**src/rtl/xadc_sample_framer.sv**
```systemverilog
// xadc_sample_framer
// Pairs one voltage and one current sample and serialises the pair into a
// 7-byte frame: SYNC, SEQ, V[15:8], V[7:0], I[15:8], I[7:0], CHK.
// CHK is the XOR of SEQ and the four sample bytes. A lone sample that has
// waited too long for its partner is discarded and counted.
//
// Ports
//   clk, rst                 : clock, asynchronous active-high reset
//   voltage_tdata/tvalid/tready : voltage sample sink (AXI-Stream subset)
//   current_tdata/tvalid/tready : current sample sink (AXI-Stream subset)
//   frame_tdata/tvalid/tready/tlast/tkeep/tid/tdest/tuser : framed byte source
//   dropped_count            : saturating count of samples dropped on timeout
module xadc_sample_framer #(
    parameter int         SAMPLE_WIDTH        = 16,
    parameter logic [7:0] SYNC_BYTE           = 8'hA5,
    parameter int         PAIR_TIMEOUT_CYCLES = 1024
) (
    input  logic                    clk,
    input  logic                    rst,
    input  logic [SAMPLE_WIDTH-1:0] voltage_tdata,
    input  logic                    voltage_tvalid,
    output logic                    voltage_tready,
    input  logic [SAMPLE_WIDTH-1:0] current_tdata,
    input  logic                    current_tvalid,
    output logic                    current_tready,
    output logic [7:0]              frame_tdata,
    output logic                    frame_tvalid,
    input  logic                    frame_tready,
    output logic                    frame_tlast,
    output logic [0:0]              frame_tkeep,
    output logic [0:0]              frame_tid,
    output logic [0:0]              frame_tdest,
    output logic [0:0]              frame_tuser,
    output logic [15:0]             dropped_count
);

    // The timer only has to reach PAIR_TIMEOUT_CYCLES-1.
    localparam int TIMER_W = (PAIR_TIMEOUT_CYCLES > 1) ? $clog2(PAIR_TIMEOUT_CYCLES) : 1;
    localparam logic [TIMER_W-1:0] TIMER_LAST =
        TIMER_W'((PAIR_TIMEOUT_CYCLES > 0) ? (PAIR_TIMEOUT_CYCLES - 1) : 0);
    localparam bit TIMEOUT_EN = (PAIR_TIMEOUT_CYCLES > 0);
    localparam logic [2:0] LAST_IDX = 3'd6;

    typedef enum logic [0:0] {
        ST_IDLE = 1'b0,
        ST_SEND = 1'b1
    } state_t;

    // Frame checksum: XOR of every byte after SYNC except CHK itself.
    function automatic logic [7:0] frame_checksum(
        input logic [7:0]  seq,
        input logic [15:0] v,
        input logic [15:0] i
    );
        frame_checksum = seq ^ v[15:8] ^ v[7:0] ^ i[15:8] ^ i[7:0];
    endfunction

    // Byte presented on the link for a given position within the frame.
    function automatic logic [7:0] frame_byte(
        input logic [2:0]  idx,
        input logic [7:0]  seq,
        input logic [15:0] v,
        input logic [15:0] i,
        input logic [7:0]  chk
    );
        case (idx)
            3'd0:    frame_byte = SYNC_BYTE;
            3'd1:    frame_byte = seq;
            3'd2:    frame_byte = v[15:8];
            3'd3:    frame_byte = v[7:0];
            3'd4:    frame_byte = i[15:8];
            3'd5:    frame_byte = i[7:0];
            3'd6:    frame_byte = chk;
            default: frame_byte = 8'h00;
        endcase
    endfunction

    state_t               state_q,  state_d;
    logic [2:0]           idx_q,    idx_d;
    logic [7:0]           seq_q,    seq_d;
    logic [TIMER_W-1:0]   timer_q,  timer_d;
    logic [15:0]          v_q,      v_d;
    logic [15:0]          i_q,      i_d;
    logic [7:0]           chk_q,    chk_d;
    logic [7:0]           tdata_q,  tdata_d;
    logic                 tlast_q,  tlast_d;
    logic                 tvalid_q, tvalid_d;
    logic [15:0]          dropped_q, dropped_d;

    logic                 v_rdy_s;
    logic                 c_rdy_s;
    logic                 pair_s;
    logic                 lone_s;
    logic                 timeout_hit_s;
    logic [2:0]           idx_nxt_s;

    // Next-state logic for pairing, timeout handling and byte sequencing.
    always_comb begin
        state_d       = state_q;
        idx_d         = idx_q;
        seq_d         = seq_q;
        timer_d       = timer_q;
        v_d           = v_q;
        i_d           = i_q;
        chk_d         = chk_q;
        tdata_d       = tdata_q;
        tlast_d       = tlast_q;
        tvalid_d      = tvalid_q;
        dropped_d     = dropped_q;
        v_rdy_s       = 1'b0;
        c_rdy_s       = 1'b0;
        pair_s        = voltage_tvalid & current_tvalid;
        lone_s        = voltage_tvalid ^ current_tvalid;
        timeout_hit_s = TIMEOUT_EN && lone_s && (timer_q == TIMER_LAST);
        idx_nxt_s     = idx_q + 3'd1;

        case (state_q)
            ST_IDLE: begin
                if (pair_s) begin
                    // A pair always wins, even on the cycle a timeout would fire.
                    v_rdy_s  = 1'b1;
                    c_rdy_s  = 1'b1;
                    v_d      = voltage_tdata[15:0];
                    i_d      = current_tdata[15:0];
                    chk_d    = frame_checksum(seq_q, voltage_tdata[15:0], current_tdata[15:0]);
                    timer_d  = '0;
                    idx_d    = 3'd0;
                    tdata_d  = SYNC_BYTE;
                    tlast_d  = 1'b0;
                    tvalid_d = 1'b1;
                    state_d  = ST_SEND;
                end else if (timeout_hit_s) begin
                    // Pop the orphan out of its FIFO for one cycle.
                    v_rdy_s = voltage_tvalid;
                    c_rdy_s = current_tvalid;
                    timer_d = '0;
                    if (dropped_q != 16'hFFFF) begin
                        dropped_d = dropped_q + 16'd1;
                    end else begin
                        dropped_d = dropped_q;
                    end
                end else if (TIMEOUT_EN && lone_s) begin
                    timer_d = timer_q + TIMER_W'(1);
                end else begin
                    timer_d = '0;
                end
            end
            ST_SEND: begin
                timer_d = '0;
                if (tvalid_q && frame_tready) begin
                    if (idx_q == LAST_IDX) begin
                        tvalid_d = 1'b0;
                        tlast_d  = 1'b0;
                        tdata_d  = 8'h00;
                        seq_d    = seq_q + 8'd1;
                        idx_d    = 3'd0;
                        state_d  = ST_IDLE;
                    end else begin
                        idx_d   = idx_nxt_s;
                        tdata_d = frame_byte(idx_nxt_s, seq_q, v_q, i_q, chk_q);
                        tlast_d = (idx_nxt_s == LAST_IDX);
                    end
                end else begin
                    // Stalled: the registered byte is held as-is.
                    tvalid_d = tvalid_q;
                end
            end
            default: begin
                state_d  = ST_IDLE;
                tvalid_d = 1'b0;
                tlast_d  = 1'b0;
                tdata_d  = 8'h00;
                idx_d    = 3'd0;
                timer_d  = '0;
            end
        endcase
    end

    // State and output registers; reset abandons any partial frame.
    always_ff @(posedge clk or posedge rst) begin
        if (rst) begin
            state_q   <= ST_IDLE;
            idx_q     <= 3'd0;
            seq_q     <= 8'h00;
            timer_q   <= '0;
            v_q       <= 16'h0000;
            i_q       <= 16'h0000;
            chk_q     <= 8'h00;
            tdata_q   <= 8'h00;
            tlast_q   <= 1'b0;
            tvalid_q  <= 1'b0;
            dropped_q <= 16'h0000;
        end else begin
            state_q   <= state_d;
            idx_q     <= idx_d;
            seq_q     <= seq_d;
            timer_q   <= timer_d;
            v_q       <= v_d;
            i_q       <= i_d;
            chk_q     <= chk_d;
            tdata_q   <= tdata_d;
            tlast_q   <= tlast_d;
            tvalid_q  <= tvalid_d;
            dropped_q <= dropped_d;
        end
    end

    // Sink readies are combinational; held low while reset is asserted.
    assign voltage_tready = v_rdy_s & ~rst;
    assign current_tready = c_rdy_s & ~rst;

    assign frame_tdata   = tdata_q;
    assign frame_tvalid  = tvalid_q;
    assign frame_tlast   = tlast_q;
    assign frame_tkeep   = 1'b1;
    assign frame_tid     = 1'b0;
    assign frame_tdest   = 1'b0;
    assign frame_tuser   = 1'b0;
    assign dropped_count = dropped_q;

endmodule

```
**config.mk**
```make
export PLATFORM = sky130hd
export DESIGN_NAME = xadc_sample_framer
export DESIGN_NICKNAME = d
export VERILOG_FILES = /design/src/rtl/xadc_sample_framer.sv
export SDC_FILE = /design/constraint.sdc
export NUM_CORES = 1
export LEC_CHECK = 0
export ABC_CLOCK_PERIOD_IN_PS = 4250
export CELL_PAD_IN_SITES_DETAIL_PLACEMENT = 1
export CELL_PAD_IN_SITES_GLOBAL_PLACEMENT = 2
export CORE_MARGIN = 5
export CORE_UTILIZATION = 34
export DETAILED_ROUTE_END_ITERATION = 8
export GPL_ROUTABILITY_DRIVEN = 0
export MAX_ROUTING_LAYER = met4
export PLACE_DENSITY_LB_ADDON = 0.08
export SLEW_MARGIN = 20
export SYNTH_ARGS = -nofsm -noshare
export SYNTH_HDL_FRONTEND = slang
export SYNTH_SLANG_ARGS = --single-unit
```
**constraint.sdc**
```tcl
create_clock -name clk -period 4.25 [get_ports clk]
set_clock_uncertainty 0.15 [all_clocks]
set_input_delay 0.85 -clock clk [delete_from_list [all_inputs] [get_ports clk]]
set_output_delay 0.85 -clock clk [all_outputs]
set_load 0.02 [all_outputs]
```
# Yosys cells after proc, flatten, opt, wreduce, memory -nomap -nowiden
# Index checks and enable logic that the tools add are counted.
dict set report totals {
  out_inout_bits 32
  word_cells 77
  reg_bits 88
  inputBits 37
}
dict set report classes {
  add_sub_neg 4
  bitwise 11
  n_reduce_logical 8
  n_eq_ne 12
  muxes 31
}
# cell n
set ops {}
lappend ops {{$pmux W8 S7} 1}
lappend ops {{$xor A8 B8 Y8} 4}
lappend ops {{$mux W10} 3}
lappend ops {{$mux W8} 3}
lappend ops {{$pmux W10 S2} 1}
lappend ops {{$add A16 B1 Y16 const B} 1}
lappend ops {{$ne A16 B16 Y1 const B} 1}
lappend ops {{$pmux W8 S2} 1}
lappend ops {{$mux W1} 15}
lappend ops {{$eq A3 B3 Y1 const B} 4}
lappend ops {{$add A10 B1 Y10 const B} 1}
lappend ops {{$eq A10 B10 Y1 const B} 1}
lappend ops {{$mux W3} 3}
lappend ops {{$add A8 B1 Y8 const B} 1}
lappend ops {{$eq A3 B2 Y1 const B} 2}
lappend ops {{$pmux W1 S2} 3}
lappend ops {{$pmux W3 S2} 1}
lappend ops {{$reduce_and A3 Y1} 2}
lappend ops {{$ne A2 B1 Y1 const B} 2}
lappend ops {{$reduce_and A2 Y1} 2}
lappend ops {{$reduce_and A4 Y1} 1}
lappend ops {{$add A3 B1 Y3 const B} 1}
lappend ops {{$and A1 B1 Y1} 3}
lappend ops {{$eq A3 B1 Y1 const B} 1}
lappend ops {{other kinds (5)} 8}

# Logic depth before layout (Yosys ltp)
# Gate-level depths: netlist of run 1.
dict set report logic_depth {
  word_depth 6
  mapped_depth 7
  depth_no_buf 5
}

# Least setup slack after synthesis of run 1
# No wires, ideal clock.
dict set report synth_timing {
  path_kind {input-to-reg}
  start {input voltage_tvalid}
  end {register dropped_q[15] (netlist: dropped_count[15])}
  setup_ns 0.125
  required_time_ns 3.975
  path_slack_ns 1.250
  n_path_buf 1
  path_stages 6
  arrival_time_ns 2.725
  path_cell_list {ha_1 or3b_4 or4_4 buf_6 nor4b_2 mux2_2}
}
dict set report synth_via {
  elab_chain_len 3
  word_cells_on_any_way 5
  classes_between {bitwise (3); reduce/logical (2)}
}
# element line_no
set synth_rtl {}
lappend synth_rtl {{start, declared} 21} ;# input logic voltage_tvalid,
lappend synth_rtl {{$xor A1 B1 Y1 or $and A1 B1 Y1 (tied branches)} {113, 112}}
lappend synth_rtl {{$logic_and A1 B1 Y1 or $not A1 Y1 (tied branches)} -}
lappend synth_rtl {{$reduce_and A4 Y1 (no source line) (*)} -}
lappend synth_rtl {{end signal, assigned} 204} ;# dropped_q <= dropped_d;
lappend synth_rtl {{end, declared} 88} ;# logic [15:0] dropped_q, dropped_d;
# Mark *: on every way between the ends. The rest lies on a longest branch, timed or not.
# A chain may end at the register's enable or synchronous reset.

# Worst setup path after layout of run 1
dict set report layout_timing {
  start {input voltage_tvalid}
  end {output voltage_tready}
}
dict set report layout_via {
  elab_chain_len 6
  word_cells_on_any_way 7
  classes_between {mux (3); bitwise (3); reduce/logical (1)}
}
# element line_no
set layout_rtl {}
lappend layout_rtl {{$xor A1 B1 Y1} 113} ;# lone_s = voltage_tvalid ^ current_tvalid;
lappend layout_rtl {{$logic_and A1 B1 Y1} 114} ;# timeout_hit_s = TIMEOUT_EN && lone_s && (timer_q == TIMER_LAST);
lappend layout_rtl {{$mux W1} 132} ;# end else if (timeout_hit_s) begin
lappend layout_rtl {{$mux W1 (*)} 119} ;# if (pair_s) begin
lappend layout_rtl {{$mux W1 (*)} 117} ;# case (state_q)
lappend layout_rtl {{$and A1 B1 Y1 (*)} 209} ;# assign voltage_tready = v_rdy_s & ~rst;
lappend layout_rtl {{end, declared} 22} ;# output logic voltage_tready,
# Marks and branches as above.

==> results of run 1 <==
## logic make-up (layout without fill, tap and decap cells)
kind of cell,count (synthesis),in the layout
simple gates,213,213
flops,88,88
xor+xnor,58,58
compound gates,51,51
buf+inv,39,98
mux,20,20
fa+ha+maj,4,4
other cells,2,4
## synthesized netlist by cell type, drive strengths merged (2+ instances only)
cell type  count  area (um^2)
conb           2         7.51
nor3b          6         45.0
o221ai         3         26.3
nand2        117          439
nor3          11         55.1
nor2          24         90.1
xor2          25          219
o22a           2         17.5
dfrtp         88         2200
a22o           3         26.3
mux2           9          101
xnor2         33          289
a31oi          3         18.8
and3           8         50.1
nand3b         2         15.0
buf           10         71.3
o31ai          4         30.0
nor4b          3         32.5
mux2i         10          100
nor4           5         50.1
clkbuf        20         75.1
nand2b         4         25.0
ha             4         50.1
a211oi         2         15.0
nand4         14         87.6
inv            9         33.8
o21ai         23          115
a21oi          7         35.0
nand3         11         55.1
## cell type report
class	count	area [um^2]	area share
clock buffer	12	256	0.0456
inverter	9	38.8	0.00689
timing repair buffer	74	716	0.127
sequential	88	2200	0.391
multi-input combinational	350	2130	0.378
clock inverter	3	65.1	0.0116
tap	176	220	0.0391
## metrics by stage
stage | cell area [um^2] | power [mW] | hold WS [ns] | cells | setup WS (ns)
6_report | 5630 | 3.08 | 0.322 | 712 | 0.744
5_1_grt | 5630 | 3.30 | 0.348 | 712 | 0.595
4_1_cts | 5630 | 3.14 | 0.324 | 712 | 0.713
3_5_place_dp | 5310 | 2.25 | 0.309 | 697 | 0.682
3_3_place_gp | 5300 | 2.22 | 0.305 | 697 | 0.723
2_1_floorplan | 4500 | 1.88 | 0.287 | 477 | 0.971
## worst min-delay path, stage by stage (launching register included)
cell	delay, ns
sky130_fd_sc_hd__dfrtp_1	0.34
sky130_fd_sc_hd__nand2_1	0.05
sky130_fd_sc_hd__nand2_1	0.05
## flip-flops by register name, indices dropped and copies added (netlist names)
signal         cells
v_q               16
idx_q              3
frame_tvalid       1
i_q               16
frame_tlast        1
seq_q              8
chk_q              8
timer_q           10
frame_tdata        8
state_q            1
dropped_count     16
## power by group
group / leakage (nW) / switching (mW) / internal, mW / total, mW
clock: 0.159 / 0.321 / 0.543 / 0.864
sequential: 1.13 / 0.202 / 1.10 / 1.30
combinational: 1.19 / 0.494 / 0.429 / 0.923
total: 2.48 / 1.02 / 2.07 / 3.08
## per-layer routing
metal,track usage,part of all wire
met1,0.212,0.49
met5,-,0
met4,0.0325,0.0098
met3,0.0426,0.040
met2,0.247,0.46
## worst max-delay path by stage
| stage | startpoint | endpoint | slack [ns] | cells past startpoint |
|---|---|---|---|---|
| floorplan | rst | chk_q[0] | 0.97 | 1 |
| global placement | voltage_tvalid | dropped_count[15] | 0.72 | 6 |
| detailed placement | voltage_tvalid | dropped_count[15] | 0.68 | 6 |
| CTS | timer_q[0] | voltage_tready | 0.71 | 6 |
| global route | timer_q[0] | voltage_tready | 0.60 | 6 |
| finish | voltage_tvalid | voltage_tready | 0.74 | 5 |
==> results.md, run 1 <==
- STA classifies the critical path startpoint as an input port.
- The initial utilization of the core area, before any placement, comes to 0.344.
- The die boundary height is 125 um.
- The TritonCTS clock tree is done.
- The number of detailed-route iterations in the first pass is 4.
- The number of fill cells in the layout is 1,482.
- In this run the deepest clock path goes through 2 buffers.
- The worst reg2reg path endpoint is dropped_count[15].
- In this run the cell area of the synthesized design comes to 0.00450 mm^2.
- The final net count is 573.
- The number of max-cap violations is 0.
- The number of antenna violations at the first check in global routing is 0.
- The die covers 0.0156 mm^2.
- The post-cts hold buffer count is 0.
- For this run the aggregate overflow at the end of global routing stands at 0.
- The number of global-route vias before repair is 3,723.
- For this block, the initial DRC count from the detailed router was between 150 and 200.
- After detailed routing, the average wire length per cell comes to 16.1 um.
- The cell with the largest stage delay on the worst path is sky130_fd_sc_hd__clkdlybuf4s50_1.
- The overall track demand over capacity in global routing is 0.159.
- The share of the clock period used by the worst path after layout is 0.825.
- The number of flops mapped to enable cells by yosys is 0.
- 0 antenna diodes ended up in the layout.
- Setup violations remaining at the end of the flow were counted as 0.
- The arithmetic-cell share of the synthesized area counting full adders, half adders and majority gates is 0.0111.
- In the routed layout, each cell is associated on average with a via count of 4.90.
- Yosys mapped the design onto 47 distinct sky130hd cell types.
- Setup repair after global routing left no endpoint under its margin.
- The mux share of post-synthesis cell area is 0.0498.
- Data arrives at the worst endpoint at 2.51 ns.
- The critical path required time is 3.25 ns.
- The worst setup path is of the in -> out kind.
- Leaving out fill and tap cells, the most frequent cell in the layout is sky130_fd_sc_hd__nand2_1.
- Summed over all layers, the routed wires come to about 11,000 um.
- The startpoint of the tightest hold check path is i_q[11].
- The area share of xor/xnor cells in the synthesized design is 0.113.
- Entering global routing, the biggest net connects between 60 and 70 pins.
- The largest single stage delay on the critical path is 0.64 ns.
- The clock period minus worst slack is 3.51 ns.
- The length in cells of the worst reg-to-reg path is 5.
- The maximum fanout along the worst path is 3.
- The compound-gate portion of the synthesized area is 0.0704.
- The critical path's most frequent cell is sky130_fd_sc_hd__clkdlybuf4s50_1.
- The path type of the worst min-delay path is reg -> reg.
- The detailed placer's ending HPWL is 8120 um.
- The number of buffers and inverters on the critical path is 2.
- At the later pin of the worst-skew pair, clock insertion delay measures 0.34 ns.
- At the pin with the least slew margin, the transition time is 0.930 ns.
- The flop and latch count out of synthesis is 88.
- The fraction of final layout cells with drive strength greater than 1 is 0.0802.
- Of the total synthesized cell area, the portion taken by AND, OR, NAND and NOR gates is 0.224.
- The worst-case IR drop observed on VDD is ~0.00030 V.
- The worst hold path stage count is 2.
- In this run the count of I/O pins placed on the die edge is 69.
- For this run, the share of the core covered by cells in the final layout is 0.430.
- The register-to-register setup slack is 1.78 ns.
- The top achievable clock speed is 285 MHz.
- The run finished with clean final reports.
- The die is 125 um wide.
- The sequential-to-total area share from yosys stat is 0.490.
- The synthesized instance count is 475.
- Broken down by cell family, the worst path's largest delay share belongs to buffers and inverters.
- Once detail routing completed, the nets flagged for antenna violations numbered 0.
- The sum of negative setup slack is 0 ns.
- The clock-pin slew on the worst setup and hold paths is 0.06 ns.
- The routed layout has about 3,500 vias.
- In this run the static leakage power is approximately 2.5 nW.
- The tree built by TritonCTS fans out to 88 sinks.
- In this run the power density over the cells is 548 mW/mm^2.
- A synthesized cell averages 9.47 um^2.
- In the layout the commonest cells are sky130_fd_sc_hd__nand2_1, sky130_fd_sc_hd__dfrtp_1, sky130_fd_sc_hd__clkdlybuf4s50_1.
- The worst-case hold path end point is i_q[11].
- The count of synthesis-stage warnings from yosys is 0.
- Buffers inserted during clock tree synthesis total 9.
- In this run the number of H-tree levels came out at 3.
- The number of failing hold endpoints at the final stage came to 0.
- The worst pin sits at a relative slew slack of 0.379.
- The count of input and output buffers is 64.
- The floorplan has between 40 and 50 rows.
- The number of DRC violations after detailed routing is 0.
- The area overhead of the layout relative to synthesis is 25.1%.
- In the synthesized netlist the dominant register cell turns out to be sky130_fd_sc_hd__dfrtp_1.
- The floorplan step defined a core boundary enclosing 0.0131 mm^2.
- The master cell of the clock root buffer is sky130_fd_sc_hd__clkbuf_16.
- The final number of max-transition violations is 0.
- The count of cells resized by post-cts repair is 0.
- The signal on the critical path passes through clkdlybuf4s50_1 > ha_1 > a31oi_1 > nor3_1 > clkdlybuf4s50_1.
- The first global-routing pass estimated 19,800 um of wire.
- The startpoint identified for the worst register-to-register timing path is timer_q[0].
- The largest family of logic cells by synthesized area is simple AND/OR/NAND/NOR gates.
- The buffers inserted during post-CTS setup optimization is 0.
- The worst setup path is captured at an output pin.
- The share of flip-flops with an asynchronous set or reset is 1.00.
Note: power is estimated with default switching activity, not from simulation.
==> inputs of run 2 (changes only) <==
--- a/config.mk
+++ b/config.mk
@@ -5,7 +5,7 @@
 export SDC_FILE = /design/constraint.sdc
 export NUM_CORES = 1
 export LEC_CHECK = 0
-export ABC_CLOCK_PERIOD_IN_PS = 4250
+export ABC_CLOCK_PERIOD_IN_PS = 3300
 export CELL_PAD_IN_SITES_DETAIL_PLACEMENT = 1
 export CELL_PAD_IN_SITES_GLOBAL_PLACEMENT = 2
 export CORE_MARGIN = 5
==> constraint.sdc (replaced) <==
create_clock -name clk -period 3.3 [get_ports clk]
set_clock_uncertainty 0.15 [all_clocks]
set_input_delay 0.66 -clock clk [delete_from_list [all_inputs] [get_ports clk]]
set_output_delay 0.66 -clock clk [all_outputs]
set_load 0.02 [all_outputs]
==> run 2 against run 1 <==
Sequential power grew 33%. Hold slack gained 0.0037 ns. Final area grew 0.84%. Via count grew 2.2%. Sequential cell count is the same. Register-to-register slack lost 0.92 ns.
==> results.md, run 2 (synthesized netlist as in run 1, its figures left out) <==
- The wire length of the first global-routing pass is 20,000 um (was 19,800 um).
- The clock-pin slew on the worst setup and hold paths is 0.06 ns (about the same).
- The number of max-cap violations was 0 (unchanged).
- The number of I/O pins is 69 (unchanged).
- The number of detailed-route iterations in the first pass is 4 (unchanged).
- The number of placed instances with taps included was 700 (was 697).
- The row count is 42 (unchanged).
- The total via count in the routed design was 3,569 (was 3,491).
- The antenna diode count is 0 (unchanged).
- The maximum buffer depth of the clock tree is 2 (unchanged).
- The fraction of final layout cells with drive strength greater than 1 is 0.0907 (was 0.0802).
- The path type of the worst setup path is in -> out (unchanged).
- The number of fill cells in the layout came to 1,482 (unchanged).
- The detailed placer's ending HPWL is 7860 um (was 8120 um).
- Dividing the final minimum period by the clock period gives 0.939.
- The number of failing hold endpoints at the final stage came to 0 (unchanged).
- The arrival time of the worst setup path is 2.29 ns (was 2.51 ns).
- The leftover overflow at the end of global routing came to 0 (unchanged).
- The critical path required time came to 2.49 ns (was 3.25 ns).
- The number of cells in the finished layout apart from fillers is 716 (was 712).
- The number of levels the H-tree was split into was 3 (unchanged).
- The count of endpoints failing setup in the final report is 0 (unchanged).
- The utilization after layout came to 0.434 (was 0.430).
- The average routed wire per standard cell came to 16.1 um (about the same).
- The worst slack at placement is -0.0380 ns (was 0.682 ns).
- The die boundary height is 125 um (unchanged).
- The ratio of routed vias to standard cells is 4.98 (was 4.90).
- The most common cell after layout, fill and taps aside is sky130_fd_sc_hd__nand2_1 (unchanged).
- The pin count of the biggest net entering global routing is 89 (was 62).
- The slew at the pin closest to its max-slew limit is 0.649 ns (was 0.930 ns).
- The master cell of the clock root buffer was sky130_fd_sc_hd__clkbuf_16 (unchanged).
- The smallest setup slack after layout is 0.201 ns (was 0.744 ns).
- The final number of max-transition violations is 0 (unchanged).
- The static leakage is 2.52 nW (was 2.48 nW).
- The peak supply drop is 0.000326 V (was 0.000304 V).
- The first-iteration detailed-routing DRC count is 233 (was 181).
- The number of antenna violations at the first check in global routing is 0 (unchanged).
- The startpoint of the worst register-to-register path was timer_q[0] (unchanged).
- The top achievable clock speed is 323 MHz.
- The residual antenna-violating net count after detailed routing came to 0 (unchanged).
- The die footprint is 0.0156 mm^2 (unchanged).
- The clock sink total is 88 (unchanged).
- RSZ-0062 raised after global routing: false (unchanged).
- The routed wire length came to 11,500 um (about the same).
- The clock buffer count from CTS is 9 (unchanged).
- The category of the worst setup path capture point was an output pin (unchanged).
- The clock latency on the worst-skew pair was 0.34 ns (about the same).
- The TritonCTS clock tree is done (unchanged).
- Run status: completed (unchanged).
- The post-cts hold buffer count is 0 (unchanged).
- The startpoint of the tightest hold check path was i_q[6] (was i_q[11]).
- The number of global-route vias before repair was 3,778 (was 3,723).
- The path type of the worst min-delay path is reg -> reg (unchanged).
- The critical path startpoint category is an input port (unchanged).
- The routed design could run at a clock period as short as 3.10 ns.
- The area of the multi-input gates is 0.00213 mm^2 (about the same).
- The source of the critical timing path is current_tvalid (was voltage_tvalid).
- The number of DRC violations after detailed routing was 0 (unchanged).
- The maximum fanout along the worst path is 5 (was 3).
- The total power per unit cell area is 699 mW/mm^2 (was 548 mW/mm^2).
- The count of input and output buffers is 64 (unchanged).
- The sequential cell area in the final layout came to 0.00220 mm^2 (about the same).
- The x dimension of the die is 125 um (unchanged).
- The final net count is 577 (was 573).
- The overall track demand over capacity in global routing was 0.159 (about the same).
- The worst slew margin relative to its limit was 0.568 (was 0.379).
- The area overhead of the layout relative to synthesis was 26.2% (was 25.1%).
- The placeable core area came to 0.0131 mm^2 (unchanged).
- Highest-count cells in the layout ignoring fill and taps: sky130_fd_sc_hd__nand2_1, sky130_fd_sc_hd__dfrtp_1, sky130_fd_sc_hd__clkdlybuf4s50_1 (unchanged).
- The starting density of the core is 0.344 (unchanged).
==> run 2: critical path, cell delays in order <==
cell and delay (ns):
sky130_fd_sc_hd__clkdlybuf4s50_1 0.49, sky130_fd_sc_hd__ha_1 0.18, sky130_fd_sc_hd__buf_4 0.14, sky130_fd_sc_hd__a31oi_1 0.04, sky130_fd_sc_hd__nor3_1 0.13, sky130_fd_sc_hd__clkdlybuf4s50_1 0.64
==> run 2: power breakdown <==
group          switching, mW  total (mW)  internal (mW)
clock network          0.414        1.11          0.700
logic                  0.571        1.12          0.554
registers              0.317        1.73           1.41
==> run 2: per-stage QoR <==
stage,power [mW],hold WS (ns),instance area (um^2),TNS (ns)
finish,3.97,0.325,5670,0
global route,4.24,0.351,5670,0
CTS,4.04,0.328,5660,0
detailed placement,2.89,0.312,5340,-0.0518
global placement,2.86,0.304,5340,0
floorplan,2.42,0.287,4500,0
==> run 2: what timing repair did <==
action	4_1_cts	5_1_grt
endpoints found under the setup margin	1	2
cloned	0	0
buffers inserted	0	1
pin swaps	0	1
resized for setup	1	1
==> run 2: path summary, 6_finish.rpt <==
| kind | end | slack (ns) | depth (start not counted) |
|---|---|---|---|
| setup / recovery | current_tready | 0.20 | 6 |
| hold / removal | i_q[6] | 0.33 | 2 |
| setup reg to reg | dropped_count[15] | 0.86 | 5 |
| hold reg to reg | i_q[6] | 0.33 | 2 |
| max in group asynchronous | idx_q[0] | 1.94 | 3 |
| min in group asynchronous | dropped_count[0] | 0.67 | 3 |
==> run 2: final cells by class <==
class	instances	area share
sequential	88	0.388
clock inverter	3	0.0115
multi-input combinational	350	0.376
timing repair buffer	78	0.134
tap	176	0.0388
inverter	9	0.00617
clock buffer	12	0.0452
==> run 2: per-layer routing <==
| layer | wire length [um] | track usage | vias to the layer above |
|---|---|---|---|
| met4 | 59 | 0.0395 | 0 |
| met1 | 5660 | 0.213 | 1805 |
| li1 | - | - | 1711 |
| met5 | 0 | - | - |
| met3 | 356 | 0.0380 | 4 |
| met2 | 5420 | 0.245 | 49 |
==> inputs of run 3 (changes only) <==
--- a/config.mk
+++ b/config.mk
@@ -18,3 +18,4 @@
 export SYNTH_ARGS = -nofsm -noshare
 export SYNTH_HDL_FRONTEND = slang
 export SYNTH_SLANG_ARGS = --single-unit
+export TNS_END_PERCENT = 20
==> run 3 against run 2 <==
Core utilization barely moved. Final area barely moved. Fmax rose by 4.1%. First-iteration DRC count fell by 11%. Die area did not move. Hold slack barely moved. Wire length fell by 0.43%. Sequential cell count did not move. Count of clock-buffer cells in the layout did not move. Highest routed layer unchanged.
==> results.md, run 3 (synthesized netlist as in run 1, its figures left out) <==
- The number of cells in the finished layout apart from fillers is 715 (was 716).
- The wire length of the first global-routing pass is 20,000 um (unchanged).
- The clock buffer count from CTS is 9 (unchanged).
- The row count came to 42 (unchanged).
- The TritonCTS clock tree is done (unchanged).
- The net switching power is 1.30 mW (about the same).
- The switching share of total power is 0.327 (was 0.328).
- The number of DRC violations after detailed routing is 0 (unchanged).
- The arrival time of the worst setup path was 3.05 ns (was 2.29 ns).
- The family with the most delay on the worst path is simple AND/OR/NAND/NOR gates (was buffers and inverters).
- The internal power is 2.66 mW (was 2.67 mW).
- The number of max-cap violations is 0 (unchanged).
- The number of failing hold endpoints at the final stage is 0 (unchanged).
- The path type of the worst min-delay path is reg -> reg (unchanged).
- CP cell instances: clkdlybuf4s50_1 > ha_1 > or3b_4 > or4_4 > nor4b_2 > mux2_2 (was clkdlybuf4s50_1 > ha_1 > buf_4 > a31oi_1 > nor3_1 > clkdlybuf4s50_1).
- The proportion of power drawn by flip-flops and latches was 0.435 (was 0.436).
- The number of levels the H-tree was split into is 3 (unchanged).
- The overall track demand over capacity in global routing came to 0.159 (unchanged).
- The number of global-route vias before repair is 3,778 (unchanged).
- The routed wire length is 11,400 um (was 11,500 um).
- The top achievable clock speed is 336 MHz (was 323 MHz).
- The buffers inserted during post-CTS setup optimization is 0 (unchanged).
- Run status: completed (unchanged).
- The combinational share of power is 0.283 (was 0.284).
- The clock latency on the worst-skew pair is 0.34 ns (about the same).
- The static leakage is 2.53 nW (was 2.52 nW).
- The total via count in the routed design is 3,556 (was 3,569).
- The maximum fanout along the worst path is 10 (was 5).
- The clock sink total came to 88 (unchanged).
- The smallest setup slack after layout was 0.324 ns (was 0.201 ns).
- The clock-pin slew on the worst setup and hold paths is 0.06 ns (about the same).
- The number of antenna violations at the first check in global routing is 0 (unchanged).
- The relative contribution of the clock network to total power is 0.281 (about the same).
- The share of the clock period used by the worst path after layout came to 0.902 (was 0.939).
- The total power per unit cell area is 699 mW/mm^2 (about the same).
- The pin count of the biggest net entering global routing is 89 (unchanged).
- The final number of max-transition violations is 0 (unchanged).
- The cell with the largest stage delay on the worst path is sky130_fd_sc_hd__or4_4 (was sky130_fd_sc_hd__clkdlybuf4s50_1).
- The ratio of routed vias to standard cells is 4.97 (was 4.98).
- The final net count was 576 (was 577).
- The clock period minus worst slack is 2.98 ns (was 3.10 ns).
- The residual antenna-violating net count after detailed routing came to 0 (unchanged).
- The maximum buffer depth of the clock tree is 2 (unchanged).
- The starting density of the core is 0.344 (unchanged).
- The detailed placer's ending HPWL came to 7860 um (unchanged).
- The slew at the pin closest to its max-slew limit is 0.627 ns (was 0.649 ns).
- The critical path startpoint category is an input port (unchanged).
- The number of I/O pins is 69 (unchanged).
- The worst slew margin relative to its limit came to 0.582 (was 0.568).
- The number of detailed-route iterations in the first pass is 4 (unchanged).
- The fraction of final layout cells with drive strength greater than 1 is 0.0891 (was 0.0907).
- The antenna diode count is 0 (unchanged).
- The x dimension of the die is 125 um (unchanged).
- The number of buffer and inverter stages on the critical path is 1 (was 3).
- The critical path required time is 3.37 ns (was 2.49 ns).
- The area overhead of the layout relative to synthesis is 26.1% (was 26.2%).
- Highest-count cells in the layout ignoring fill and taps: sky130_fd_sc_hd__nand2_1, sky130_fd_sc_hd__dfrtp_1, sky130_fd_sc_hd__clkdlybuf4s50_1 (unchanged).
- The master cell of the clock root buffer is sky130_fd_sc_hd__clkbuf_16 (unchanged).
- The count of input and output buffers is 64 (unchanged).
- The count of endpoints failing setup in the final report is 0 (unchanged).
- The die footprint was 0.0156 mm^2 (unchanged).
- The placeable core area came to 0.0131 mm^2 (unchanged).
- The leftover overflow at the end of global routing was 0 (unchanged).
- The number of placed instances with taps included is 700 (unchanged).
- The average routed wire per standard cell is 16.0 um (was 16.1 um).
- The utilization after layout is 0.433 (was 0.434).
- The most common cell after layout, fill and taps aside is sky130_fd_sc_hd__nand2_1 (unchanged).
- The category of the worst setup path capture point is a flip-flop (was output pin).
- The first-iteration detailed-routing DRC count was 207 (was 233).
- The delay of the slowest cell on the worst path is 0.59 ns (was 0.64 ns).
- The die boundary height is 125 um (unchanged).
- RSZ-0062 raised after global routing: false (unchanged).
- The peak supply drop is 0.000326 V (about the same).
- The path type of the worst setup path is in -> reg (was in -> out).
- The worst slack at placement is -0.0380 ns (unchanged).
- The total chip power is 3.96 mW (was 3.97 mW).
[run 3: stage by stage]
step,instance area [um^2],setup TNS (ns),hold slack [ns]
after floorplan,4500,0,0.287
after global placement,5340,0,0.304
after detailed placement,5340,-0.0518,0.312
after CTS,5660,0,0.328
after global routing,5670,0,0.351
final,5670,0,0.325
[run 3: worst register-to-register path: cells and delay by family, from the launching register on]
| family | cells | cell delay [ns] |
|---|---|---|
| adder cells (fa/ha/maj) | 1 | 0.21 |
| flip-flops | 1 | 0.38 |
| multiplexers | 1 | 0.36 |
| AND/OR/NAND/NOR | 3 | 1.22 |
[run 3: layout make-up]
type / count / area (um^2)
Timing Repair Buffer: 77 / 756
Multi-Input combinational cell: 350 / 2130
Tap cell: 176 / 220
Clock inverter: 3 / 65.1
Sequential cell: 88 / 2200
Fill cell: 1479 / 7420
Inverter: 9 / 35.0
Clock buffer: 12 / 256
[run 3: power by group through the flow]
stage,Clock [mW],Sequential [mW],Combinational (mW)
2_1_floorplan,0,1.65,0.770
3_3_place_gp,0,1.74,1.12
3_5_place_dp,0,1.75,1.14
4_1_cts,1.15,1.73,1.15
5_1_grt,1.19,1.78,1.27
6_report,1.11,1.72,1.12
[run 3: path summary, 6_finish.rpt]
check / slack [ns] / end / start / cells after the start
setup reg to reg: 0.86 / dropped_count[15] / timer_q[0] / 5
hold reg to reg: 0.33 / i_q[6] / i_q[6] / 2
min in group asynchronous: 0.67 / dropped_count[0] / rst / 3
setup / recovery: 0.32 / dropped_count[15] / current_tvalid / 6
hold / removal: 0.33 / i_q[6] / i_q[6] / 2
max in group asynchronous: 1.94 / idx_q[0] / rst / 3
[run 3: metal layers]
metal,part of all wire,up-vias,global-route usage
met1,0.50,1800,0.213
met3,0.030,4,0.0380
met5,0,-,-
met2,0.47,43,0.245
met4,0.0052,0,0.0395
li1,-,1709,-
[run 3: what timing repair did]
action / in CTS / in global routing
hold buffers: 0 / 0
endpoints found under the hold margin: 0 / 0
setup endpoints to repair: 1 / 2
resized for setup: 1 / 2
pin swaps: 0 / 1
